`src/rtl/button_conditioner.sv`:
```
//============================================================================
// Module   : button_conditioner
// Purpose  : Front-panel button input stage. Synchronises raw active-low
//            push-to-ground pins to clk, debounces them on a prescaled tick
//            and produces clean active-high levels plus one-clk press pulses.
// Options  : Define BUTTON_AUTOREPEAT_EN to build per-button hold counters
//            that emit auto-repeat press pulses on REPEAT_MASK buttons.
// Revision : 1.0 - initial release
//============================================================================
`default_nettype none

module button_conditioner #(
  parameter int                   N_BUTTONS      = 6,
  parameter int                   TICK_DIV       = 256,
  parameter int                   DEBOUNCE_TICKS = 4,
  parameter int                   REPEAT_DELAY   = 5000,
  parameter int                   REPEAT_PERIOD  = 1000,
  parameter logic [N_BUTTONS-1:0] REPEAT_MASK    = 6'b111100
) (
  input  logic                 clk,
  input  logic                 reset_n,
  input  logic [N_BUTTONS-1:0] buttons_n,
  output logic [N_BUTTONS-1:0] level,
  output logic [N_BUTTONS-1:0] press,
  output logic                 tick
);

  localparam int                  c_DIV_W    = $clog2(TICK_DIV);
  localparam int                  c_DB_W     = $clog2(DEBOUNCE_TICKS + 1);
  localparam logic [c_DIV_W-1:0]  c_DIV_LAST = c_DIV_W'(TICK_DIV - 1);
  localparam logic [c_DB_W-1:0]   c_DB_LAST  = c_DB_W'(DEBOUNCE_TICKS - 1);

`ifdef BUTTON_AUTOREPEAT_EN
  // Hold counter only ever needs to reach REPEAT_DELAY-1; after a repeat it is
  // reloaded so the next pulse lands REPEAT_PERIOD ticks later, never wrapping.
  localparam int                  c_HOLD_W      = $clog2(REPEAT_DELAY + 1);
  localparam logic [c_HOLD_W-1:0] c_HOLD_LAST   = c_HOLD_W'(REPEAT_DELAY - 1);
  localparam logic [c_HOLD_W-1:0] c_HOLD_RELOAD = c_HOLD_W'(REPEAT_DELAY - REPEAT_PERIOD);
`endif

  // Reject parameter sets that would break the counter sizing above.
  if (TICK_DIV < 2 || DEBOUNCE_TICKS < 1 || REPEAT_DELAY < 1 ||
      REPEAT_PERIOD < 1 || REPEAT_PERIOD > REPEAT_DELAY ||
      $bits(REPEAT_MASK) != N_BUTTONS) begin : g_bad_params
    $error("button_conditioner: illegal parameter set");
  end

  logic [c_DIV_W-1:0]   r_presc;
  logic                 w_tick;
  logic [N_BUTTONS-1:0] r_sync1;
  logic [N_BUTTONS-1:0] r_sync2;

  // Free-running prescaler; the clk where it sits at TICK_DIV-1 is the tick.
  always_ff @(posedge clk or negedge reset_n) begin
    if (!reset_n) begin
      r_presc <= '0;
    end else if (w_tick) begin
      r_presc <= '0;
    end else begin
      r_presc <= r_presc + c_DIV_W'(1);
    end
  end

  assign w_tick = (r_presc == c_DIV_LAST);
  assign tick   = w_tick;

  // Two-flop synchroniser on the inverted pins; reset value means "not pressed".
  always_ff @(posedge clk or negedge reset_n) begin
    if (!reset_n) begin
      r_sync1 <= '0;
      r_sync2 <= '0;
    end else begin
      r_sync1 <= ~buttons_n;
      r_sync2 <= r_sync1;
    end
  end

  for (genvar i = 0; i < N_BUTTONS; i++) begin : g_bit
    logic [c_DB_W-1:0] r_db_cnt;
    logic              r_level;
    logic              r_press;
    logic              w_flip;
    logic              w_rise;
    logic              w_rep;

    // A tick that would bring the disagreement run to DEBOUNCE_TICKS flips the level.
    assign w_flip = w_tick && (r_sync2[i] != r_level) && (r_db_cnt == c_DB_LAST);
    assign w_rise = w_flip && !r_level;

    // Debounce: any agreeing tick restarts the disagreement count.
    always_ff @(posedge clk or negedge reset_n) begin
      if (!reset_n) begin
        r_db_cnt <= '0;
        r_level  <= 1'b0;
      end else if (w_tick) begin
        if (r_sync2[i] == r_level) begin
          r_db_cnt <= '0;
        end else if (w_flip) begin
          r_level  <= r_sync2[i];
          r_db_cnt <= '0;
        end else begin
          r_db_cnt <= r_db_cnt + c_DB_W'(1);
        end
      end
    end

    // Press pulse registered alongside the level rise (or a repeat event).
    always_ff @(posedge clk or negedge reset_n) begin
      if (!reset_n) begin
        r_press <= 1'b0;
      end else begin
        r_press <= w_rise || w_rep;
      end
    end

`ifdef BUTTON_AUTOREPEAT_EN
    if (REPEAT_MASK[i]) begin : g_rep
      logic [c_HOLD_W-1:0] r_hold;
      logic                w_fall;

      assign w_fall = w_flip && r_level;
      // The releasing tick never repeats, even if it lines up with the period.
      assign w_rep  = w_tick && r_level && !w_fall && (r_hold == c_HOLD_LAST);

      // Hold counter: cleared on either level edge, advances on held ticks.
      always_ff @(posedge clk or negedge reset_n) begin
        if (!reset_n) begin
          r_hold <= '0;
        end else if (w_rise || w_fall) begin
          r_hold <= '0;
        end else if (w_tick && r_level) begin
          if (r_hold == c_HOLD_LAST) begin
            r_hold <= c_HOLD_RELOAD;
          end else begin
            r_hold <= r_hold + c_HOLD_W'(1);
          end
        end
      end
    end else begin : g_norep
      assign w_rep = 1'b0;
    end
`else
    assign w_rep = 1'b0;
`endif

    assign level[i] = r_level;
    assign press[i] = r_press;
  end

endmodule

`default_nettype wire
```
`config.mk`:
```
export PLATFORM = sky130hd
export DESIGN_NAME = button_conditioner
export DESIGN_NICKNAME = d
export VERILOG_FILES = /design/src/rtl/button_conditioner.sv
export SDC_FILE = /design/constraint.sdc
export NUM_CORES = 1
export LEC_CHECK = 0
export BUFFER_PORTS_ARGS = -buffer_cell sky130_fd_sc_hd__buf_4
export CORE_MARGIN = 2
export CORE_UTILIZATION = 25
export DETAILED_ROUTE_END_ITERATION = 8
export PLACE_DENSITY = 0.43
export SYNTH_ARGS = -nofsm -noshare
export SYNTH_HDL_FRONTEND = slang
export SYNTH_SLANG_ARGS = --single-unit
```
`constraint.sdc`:
```
create_clock -name clk -period 1.6 [get_ports clk]
set_input_delay 0.08 -clock clk [delete_from_list [all_inputs] [get_ports clk]]
set_output_delay 0.08 -clock clk [all_outputs]
set_load 0.02 [all_outputs]
```
==> qor.yml, run 1 <==
clock_tree:
  htreeDepth: 2
  cts_tree: "built"
  cts_buffers: 5
  cts.sinks: 50
  cts_buffer_depth: 2
  insertion_delay_ns: 0.29
  path_clk_slew_ns: 0.09
  cts-root-buf: "clkbuf_8"
pwr:
  powerDensity_nw_per_um2: 783
  irDropWorstVdd_mv: 0.293
  p_leak_nw: 1.21
timing:
  post-route-period-util_pct: 94.5
  setup_viol: 0
  fmax_ghz: 0.662
  worstMarginPinSlew_ns: 0.630
  relSlewSlack_pct: 58.0
  rsz0062_at_grt: "false"
  setup_ws_ns: 0.0885
  slew_viol_final: 0
  finalHoldViolations: 0
  min_period_ns: 1.51
  fin_setup_tns_ns: 0
  finalClockSkew_ns: 0.00352
place:
  gp_congestion: 0.670
  place_ws_ns: -0.000721
  hpwl_um: 2410
  io_buffer_count: 20
critical_path:
  cp.required_ns: 1.78
  critPathMaxFanout: 14
  rr_endpoint: "g_bit[1].r_db_cnt[0]$_DFFE_PN0N_"
  setup.worst_path.class: "flop to flop"
  cp.arrival_ns: 1.69
  r2r_setup_slack_ns: 0.09
  rr_worst_depth: 5
  worstReg2RegStart: "r_presc[0]$_DFF_PN0_"
  crit_path_start_kind: "flop"
  critical_path.endpoint_type: "flop"
layout:
  final_common_cell: "dfrtp_1"
  drive_above_1_share_pct: 27.8
  mostFrequentLayoutCells: "dfrtp_1 (50), buf_4 (31), inv_1 (14)"
  final_nets: 220
  num-fill-cells: 827
  syn_to_final_growth_pct: 20.7
  diodes: 0
floorplanning:
  dieArea_um2: 9440
  row_count: 33
  start_util_pct: 26.1
  core_area_um2: 8300
  ios: 21
  die_x_um: 97.2
  dieHeight_um: 97.2
detailed_routing:
  wl_um: 3830
  vias: 1314
  firstDrtPassIters: 6
  routedWlPerCell_um: 12.4
  drc: 0
  drt_iter0_drc: 31
  via_per_inst: 4.24
  ant_nets: 0
global_route:
  grt_overflow_total: 0
  track_usage_pct: 8.54
  grt_pass1_vias: 1320
  grt_max_degree: 51
  antenna_found_initial: 0
  grt_pass1_wl_um: 6530
synth:
  synthesis.nets: 191
  syn_area_per_cell_um2: 12.3
  syn_area_um2: 2170
  synth_cell_type_count: 28
  synth_seq_area_share_pct: 57.7
  ys.warnings.count: 0
  netlist_instances: 176
  synth-seq-cells: 50
flow_run:
  cap_violations: 0
min_path:
  hold_class: "primary input to async pin"
outcome:
  status: "finished, final reports clean"
## routing by layer
layer  wire length, um  track usage [%]
met1              1900             11.3
met2              1770             13.4
met3               108             2.45
met4                55             2.93
met5                 0                0
## cell usage after synthesis
library cell	count	area (um^2)
buf_6	2	22.5
and3b_1	1	8.76
nor4b_1	4	35.0
nand2_1	1	3.75
or3_1	1	6.26
nand3_1	4	20.0
a22o_1	4	35.0
xnor2_1	8	70.1
clkbuf_1	2	7.51
xor2_1	2	17.5
or2_4	1	8.76
o21a_1	6	45.0
o31ai_1	13	97.6
nand4_4	1	21.3
inv_1	15	56.3
a21oi_1	2	10.0
nand2b_1	10	62.6
buf_2	1	5.00
ha_1	7	87.6
nor3_1	1	5.00
mux2_2	5	56.3
dfrtp_1	50	1250
buf_4	12	90.1
o41ai_1	1	8.76
o21ai_0	7	35.0
and2_1	1	6.26
nor2_1	9	33.8
nor4_2	5	62.6
## layout make-up
cell class | count | area, um^2 | share of cell area [%]
Sequential cell | 50 | 1250 | 47.8
Multi-Input combinational cell | 95 | 801 | 30.6
Timing Repair Buffer | 38 | 303 | 11.6
Tap cell | 105 | 131 | 5.02
Clock buffer | 7 | 76.3 | 2.91
Inverter | 15 | 56.3 | 2.15
## cells by family after synthesis
group                      after synthesis  share of synthesized area (%)
DFF                                     50                           57.7
xor gates and xnor gates                10                           4.04
buffers and inverters                   32                           8.36
and+or+nand+nor                         39                           12.6
AOI/OAI and AO/OA                       33                           10.7
adders and majority gates                7                           4.04
muxes                                    5                           2.59
## metrics by stage
stage	util, %	instances	power, mW	area (um^2)	hold slack [ns]
6_report	31.6	310	2.05	2620	0.354
5_1_grt	31.6	310	2.16	2620	0.363
4_1_cts	31.0	310	2.09	2570	0.357
3_5_place_dp	28.9	294	1.37	2400	0.158
3_3_place_gp	28.9	294	1.37	2400	0.161
2_1_floorplan	-	176	1.33	2170	-0.216
## registers in the layout, summed over array words and instances, names as in the netlist
name	flops
g_bit.r_press	6
g_bit.r_db_cnt	18
r_sync1	6
r_presc	8
g_bit.r_level	6
r_sync2	6
## worst max-delay path by stage
stage | startpoint | endpoint | slack (ns)
floorplan | r_presc[0]$_DFF_PN0_ | g_bit[0].r_db_cnt[0]$_DFFE_PN0N_ | 0.03
global placement | r_presc[0]$_DFF_PN0_ | g_bit[5].r_db_cnt[0]$_DFFE_PN0N_ | 0.05
detailed placement | r_presc[0]$_DFF_PN0_ | g_bit[0].r_db_cnt[0]$_DFFE_PN0N_ | -0.0007
CTS | r_presc[0]$_DFF_PN0_ | tick | 0.009
global route | r_presc[4]$_DFF_PN0_ | tick | 0.005
finish | r_presc[0]$_DFF_PN0_ | g_bit[1].r_db_cnt[0]$_DFFE_PN0N_ | 0.09
## worst max-delay path, cell delays in order (launching register included)
cell	delay [ns]
dfrtp_1	0.40
ha_4	0.16
nand3_4	0.09
or2_4	0.28
buf_4	0.19
mux2_2	0.27
## timing repair
item	in CTS	in global routing
pin swaps	1	0
setup buffers	1	0
resized for setup	2	8
hold buffers	7	0
endpoints found under the hold margin	56	0
cloned	1	0
setup endpoints to repair	2	27
## power by group
group / switching, mW / internal (mW)
logic: 0.0416 / 0.0310
clock network: 0.390 / 0.302
registers: 0.00761 / 1.28
Note: power is estimated with default switching activity, not from simulation.
==> inputs of run 2 (changes only) <==
PLACE_DENSITY = 0.41   (was 0.43)
clock period = 1.4 ns   (was 1.6 ns; I/O delays follow)
==> run 2 against run 1 <==
Net effect:
- the run now ends with negative setup slack left
- cell area grew 6.3%
- routed wire length up 4.7%
- largest power group unchanged
- die area stayed put
- fmax increased by 4.6%
- total power grew 18%
- combinational power rose by 18%
- via count up 5.3%
- critical path depth unchanged
- count of clock-buffer cells in the layout stayed put
- non-clock buffer count up 11
- sequential share of layout area fell by 2.8 points
==> qor.yml, run 2 (synthesis gave the netlist of run 1 again) <==
outcome:
  status: "finished with violations"
  violations: "negative setup slack"
layout:
  final_cells: 322  # +3.9%
  mostFrequentLayoutCells: "dfrtp_1 (50), buf_4 (40), inv_1 (14)"
  diodes: 0  # unchanged
  reg_top3: "g_bit.r_db_cnt: 18 flops, r_presc: 8 flops"
  final_nets: 231  # +5.0%
  regMostFlops: "g_bit.r_db_cnt"
  drive_above_1_share_pct: 35.0  # +7.2 points
  final_common_cell: "dfrtp_1"
  syn_to_final_growth_pct: 28.3
  largest_reg_flops: 18  # unchanged
timing:
  post-route-period-util_pct: 103  # +8.8 points
  slew_viol_final: 0  # unchanged
  rsz0062_at_grt: "true"
  fmax_ghz: 0.692  # +4.6%
  setup_ws_ns: -0.0456  # -0.134 ns
  worstMarginPinSlew_ns: 0.657  # +0.0269 ns
  relSlewSlack_pct: 56.2  # -1.8 points
  finalHoldViolations: 0  # unchanged
  min_period_ns: 1.45  # -0.0659 ns
  hold_ws_ns: 0.319  # -0.0356 ns
  finalClockSkew_ns: 0.00642  # +0.00290 ns
  setup_viol: 11  # +11
pwr:
  powerDensity_nw_per_um2: 871  # +11%
  clkPwrFrac_pct: 35.9  # +2.1 points
  internal_power_mw: 1.90  # +18%
  finalPower_mw: 2.42  # +18%
  seqPwrFrac_pct: 60.6  # -2.1 points
  irDropWorstVdd_mv: 0.442  # +51%
  swShare_pct: 21.8  # +0.41 points
  p_sw_uw: 529  # +21%
  p_leak_nw: 1.28  # +5.8%
  pwr-share-comb_pct: 3.5  # about the same
detailed_routing:
  vias: 1383  # +5.3%
  drc: 0  # unchanged
  drt_iter0_drc: 36  # +16%
  ant_nets: 0  # unchanged
  routedWlPerCell_um: 12.5  # +0.80%
  wl_um: 4010  # +4.7%
  via_per_inst: 4.30  # +1.3%
  firstDrtPassIters: 4  # -2
floorplanning:
  core_area_um2: 8300  # unchanged
  die_x_um: 97.2  # unchanged
  row_count: 33  # unchanged
  dieArea_um2: 9440  # unchanged
  start_util_pct: 26.1  # unchanged
  ios: 21  # unchanged
  dieHeight_um: 97.2  # unchanged
critical_path:
  crit_start: "r_presc[1]$_DFF_PN0_"
  cp.required_ns: 1.59  # -0.19 ns
  setup.worst_path.class: "flop to flop"
  worstReg2RegStart: "r_presc[1]$_DFF_PN0_"
  crit_path_start_kind: "flop"
  critical_path.endpoint_type: "flop"
  critPathMaxFanout: 14  # unchanged
  cp.arrival_ns: 1.64  # -0.05 ns
place:
  gp_congestion: 0.648  # -3.3%
  dp.cells: 304  # +3.4%
  hpwl_um: 2540  # +5.5%
  io_buffer_count: 20  # unchanged
clock_tree:
  cts_tree: "built"
  cts_buffers: 5  # unchanged
  path_clk_slew_ns: 0.09  # about the same
  cts-root-buf: "clkbuf_8"
  htreeDepth: 2  # unchanged
  cts_buffer_depth: 2  # unchanged
  cts.sinks: 50  # unchanged
  insertion_delay_ns: 0.30  # about the same
global_route:
  grt_pass1_wl_um: 6890  # +5.5%
  grt_max_degree: 51  # unchanged
  grt_pass1_vias: 1447  # +9.6%
  track_usage_pct: 9.09  # +0.55 points
  antenna_found_initial: 0  # unchanged
  grt_overflow_total: 0  # unchanged
min_path:
  hold_class: "primary input to async pin"
flow_run:
  cap_violations: 0  # unchanged
## run 2: changes by cell type in the layout (fill, tap and decap cells not counted), sizes merged
cell,delta
buf,+11
clkinv,+1
## run 2: power groups by stage
stage	combinational, mW	clock (mW)	sequential (mW)
after floorplan	0.0216	0	1.50
after global placement	0.0702	0	1.50
after detailed placement	0.0704	0	1.50
after CTS	0.0870	0.924	1.47
after global routing	0.0999	0.979	1.47
final	0.0855	0.871	1.47
## run 2: worst max-delay path, stage by stage (launching register included)
cell and delay (ns):
dfrtp_1 0.40, ha_4 0.16, nand3_4 0.08, or2_4 0.27, buf_6 0.17, mux2_2 0.26
## run 2: cell type report
type                    instances  area [um^2]
flip-flops and latches         50         1250
fillers                       844         5520
repair buffers                 49          393
well taps                     105          131
clock buffers                   7         86.3
clock inverters                 1         5.00
inverters                      15         58.8
multi-input cells              95          857
## run 2: path summary, 6_finish.rpt
kind | endpoint | slack (ns) | cells after the start
setup / recovery | g_bit[5].r_db_cnt[0]$_DFFE_PN0N_ | -0.05 | 5
hold / removal | r_sync1[2]$_DFF_PN0_ | 0.32 | 2
setup reg to reg | g_bit[5].r_db_cnt[0]$_DFFE_PN0N_ | -0.05 | 5
hold reg to reg | r_sync2[1]$_DFF_PN0_ | 0.35 | 0
max in group asynchronous | g_bit[4].r_press$_DFF_PN0_ | 0.63 | 2
min in group clk | r_sync2[1]$_DFF_PN0_ | 0.35 | 0
## run 2: timing repair
action | in CTS | in global routing
cloned | 1 | 0
buffers inserted | 2 | 0
hold buffers | 7 | 0
pin swaps | 2 | 3
hold endpoints to repair | 56 | 0
setup endpoints to repair | 13 | 23
gates resized for setup | 10 | 10
## run 2: per-stage QoR
step                      instance area (um^2)  util (%)  setup TNS (ns)  setup slack (ns)
after global placement                    2500      30.1          -0.168           -0.0711
final                                     2780      33.5          -0.304           -0.0456
after floorplan                           2190         -         -0.0795           -0.0199
after global routing                      2780      33.5           -1.34            -0.117
after detailed placement                  2500      30.1          -0.212           -0.0492
after CTS                                 2730      32.9          -0.827           -0.0974
## run 2: layer usage
layer | up-vias | wire (um) | share of wire [%] | track usage (%)
met3 | 5 | 119 | 3.0 | 2.52
met4 | 0 | 39 | 0.97 | 3.58
met1 | 689 | 1840 | 46 | 11.2
met5 | - | 0 | 0 | 0
met2 | 16 | 2010 | 50 | 15.1
li1 | 673 | - | - | -
==> inputs of run 3 (changes only) <==
SETUP_SLACK_MARGIN = 0.15   (was unset)
==> run 3 against run 2 <==
Net effect:
- the run still ends with negative setup slack left
- die area stayed put
- fmax is 0.43% lower
- utilization is 2.2 points higher
- via count is 4.3% higher
- cell area is 6.4% higher
- register-to-register slack hardly changed
- combinational power is 5.8% higher
- sequential cell count stayed put
- global-route usage is 0.24 points higher
- routed wire length is 5.6% higher
- sequential power hardly changed
- critical path type unchanged
- critical endpoint unchanged
- highest routed layer unchanged
==> qor.yml, run 3 (synthesis gave the netlist of run 1 again) <==
outcome:
  status: "finished with violations"
  violations: "negative setup slack"
min_path:
  hold_class: "primary input to async pin"
timing:
  finalHoldViolations: 0  # unchanged
  finalClockSkew_ns: 0.00837  # +0.00196 ns
  slew_viol_final: 0  # unchanged
  relSlewSlack_pct: 56.5  # +0.35 points
  worstMarginPinSlew_ns: 0.652  # -0.00518 ns
  fmax_ghz: 0.689  # -0.43%
  min_period_ns: 1.45  # +0.00625 ns
  fin_setup_tns_ns: -0.352  # -0.0476 ns
  hold_ws_ns: 0.320  # +0.00154 ns
  rsz0062_at_grt: "true"
  post-route-period-util_pct: 104  # +0.45 points
  setup_ws_ns: -0.0519  # -0.00625 ns
  setup_viol: 12  # +1
clock_tree:
  insertion_delay_ns: 0.31  # about the same
  cts_tree: "built"
  cts_buffers: 5  # unchanged
  cts_buffer_depth: 2  # unchanged
  path_clk_slew_ns: 0.09  # about the same
  cts-root-buf: "clkbuf_8"
  cts.sinks: 50  # unchanged
  htreeDepth: 2  # unchanged
critical_path:
  rr_endpoint: "g_bit[5].r_db_cnt[0]$_DFFE_PN0N_"
  critical_path.endpoint_type: "flop"
  crit_end: "g_bit[5].r_db_cnt[0]$_DFFE_PN0N_"
  setup.worst_path.class: "flop to flop"
  critPathMaxFanout: 12  # -2
  cp.arrival_ns: 1.65  # about the same
  crit_start: "r_presc[0]$_DFF_PN0_"
  r2r_setup_slack_ns: -0.05  # about the same
  crit_path_start_kind: "flop"
  rr_worst_depth: 5  # unchanged
  worstReg2RegStart: "r_presc[0]$_DFF_PN0_"
  cp.required_ns: 1.60  # about the same
detailed_routing:
  via_per_inst: 4.37  # +1.7%
  drc: 0  # unchanged
  ant_nets: 0  # unchanged
  vias: 1442  # +4.3%
  drt_iter0_drc: 30  # -17%
  firstDrtPassIters: 4  # unchanged
  routedWlPerCell_um: 12.8  # +3.0%
  wl_um: 4240  # +5.6%
floorplanning:
  core_area_um2: 8300  # unchanged
  die_x_um: 97.2  # unchanged
  row_count: 33  # unchanged
  ios: 21  # unchanged
  start_util_pct: 26.1  # unchanged
  dieHeight_um: 97.2  # unchanged
  dieArea_um2: 9440  # unchanged
flow_run:
  cap_violations: 0  # unchanged
global_route:
  antenna_found_initial: 0  # unchanged
  grt_pass1_wl_um: 7040  # +2.2%
  grt_max_degree: 51  # unchanged
  grt_overflow_total: 0  # unchanged
  grt_pass1_vias: 1452  # +0.35%
  track_usage_pct: 9.33  # +0.24 points
layout:
  num-fill-cells: 834  # -1.2%
  syn_to_final_growth_pct: 36.5
  reg_top3: "g_bit.r_db_cnt: 18 flops, r_presc: 8 flops"
  final_common_cell: "dfrtp_1"
  ff_latch_area_um2: 1250  # unchanged
  diodes: 0  # unchanged
  largest_reg_flops: 18  # unchanged
  final_nets: 239  # +3.5%
  multiInputGateArea_um2: 977  # +14%
  regMostFlops: "g_bit.r_db_cnt"
  final_util_pct: 35.7  # +2.2 points
  mostFrequentLayoutCells: "dfrtp_1 (50), buf_4 (44), inv_1 (14)"
  drive_above_1_share_pct: 41.8  # +6.8 points
pwr:
  seqPwrFrac_pct: 61.2  # +0.6 points
  clkPwrFrac_pct: 35.0  # -0.9 points
  pwr-share-comb_pct: 3.8  # +0.3 points
  p_leak_nw: 1.34  # +4.5%
  p_sw_uw: 549  # +3.8%
  internal_power_mw: 1.85  # -2.4%
  powerDensity_nw_per_um2: 810  # -7.0%
  swShare_pct: 22.9  # +1.1 points
  irDropWorstVdd_mv: 0.362  # -18%
  finalPower_mw: 2.40  # -1.0%
place:
  place_ws_ns: -0.0530  # -0.00373 ns
  io_buffer_count: 20  # unchanged
  gp_congestion: 0.697  # +7.6%
  hpwl_um: 2510  # -1.3%
-- run 3: changes by cell type in the layout (fill, tap and decap cells not counted), sizes merged --
cell    before  now
clkbuf       7    6
buf         42   49
or2          2    3
clkinv       1    2
-- run 3: area by class of cell --
| type | count | share of cell area, % |
|---|---|---|
| Sequential cell | 50 | 42.2 |
| Multi-Input combinational cell | 96 | 33.0 |
| Timing Repair Buffer | 56 | 15.4 |
| Tap cell | 105 | 4.44 |
| Clock buffer | 6 | 2.45 |
| Inverter | 15 | 1.99 |
| Clock inverter | 2 | 0.465 |
-- run 3: metrics by stage --
step	cell area, um^2	std cells
2_1_floorplan	2200	176
3_3_place_gp	2510	305
3_5_place_dp	2510	305
4_1_cts	2810	327
5_1_grt	2960	330
6_report	2960	330
-- run 3: timing repair --
item | 4_1_cts | 5_1_grt
endpoints found under the setup margin | 34 | 36
hold buffers | 7 | 0
cloned | 2 | 0
pin swaps | 10 | 15
hold endpoints to repair | 56 | 0
setup buffers | 5 | 3
gates resized for setup | 21 | 25
-- run 3: worst min path at each step --
stage               cells after the start                          endpoint  slack [ns]
floorplan                               0  g_bit[0].r_db_cnt[0]$_DFFE_PN0N_       -0.23
detailed placement                      1              r_sync1[0]$_DFF_PN0_        0.15
finish                                  2      g_bit[2].r_level$_DFFE_PN0P_        0.32
CTS                                     2  g_bit[1].r_db_cnt[0]$_DFFE_PN0N_        0.35
global placement                        1              r_sync1[0]$_DFF_PN0_        0.16
global route                            0              r_sync2[5]$_DFF_PN0_        0.37
-- run 3: routing by layer --
metal	vias up	GRT usage [%]	share of wire [%]
met5	-	0	0
li1	693	-	-
met4	0	3.90	2.3
met2	29	14.7	48
met1	708	11.8	46
met3	12	2.95	4.6
-- run 3: worst max-delay path, stage by stage (launching register included) --
cell	delay (ns)
dfrtp_1	0.40
ha_4	0.16
nand3_4	0.08
or2_4	0.27
buf_6	0.17
mux2_2	0.27
-- run 3: power by group through the flow --
stage	logic [mW]	registers, mW	clock network [mW]
final	0.0905	1.47	0.840
after detailed placement	0.0703	1.50	0
after global placement	0.0713	1.50	0
after global routing	0.105	1.47	0.947
after CTS	0.0896	1.47	0.893
after floorplan	0.0216	1.50	0
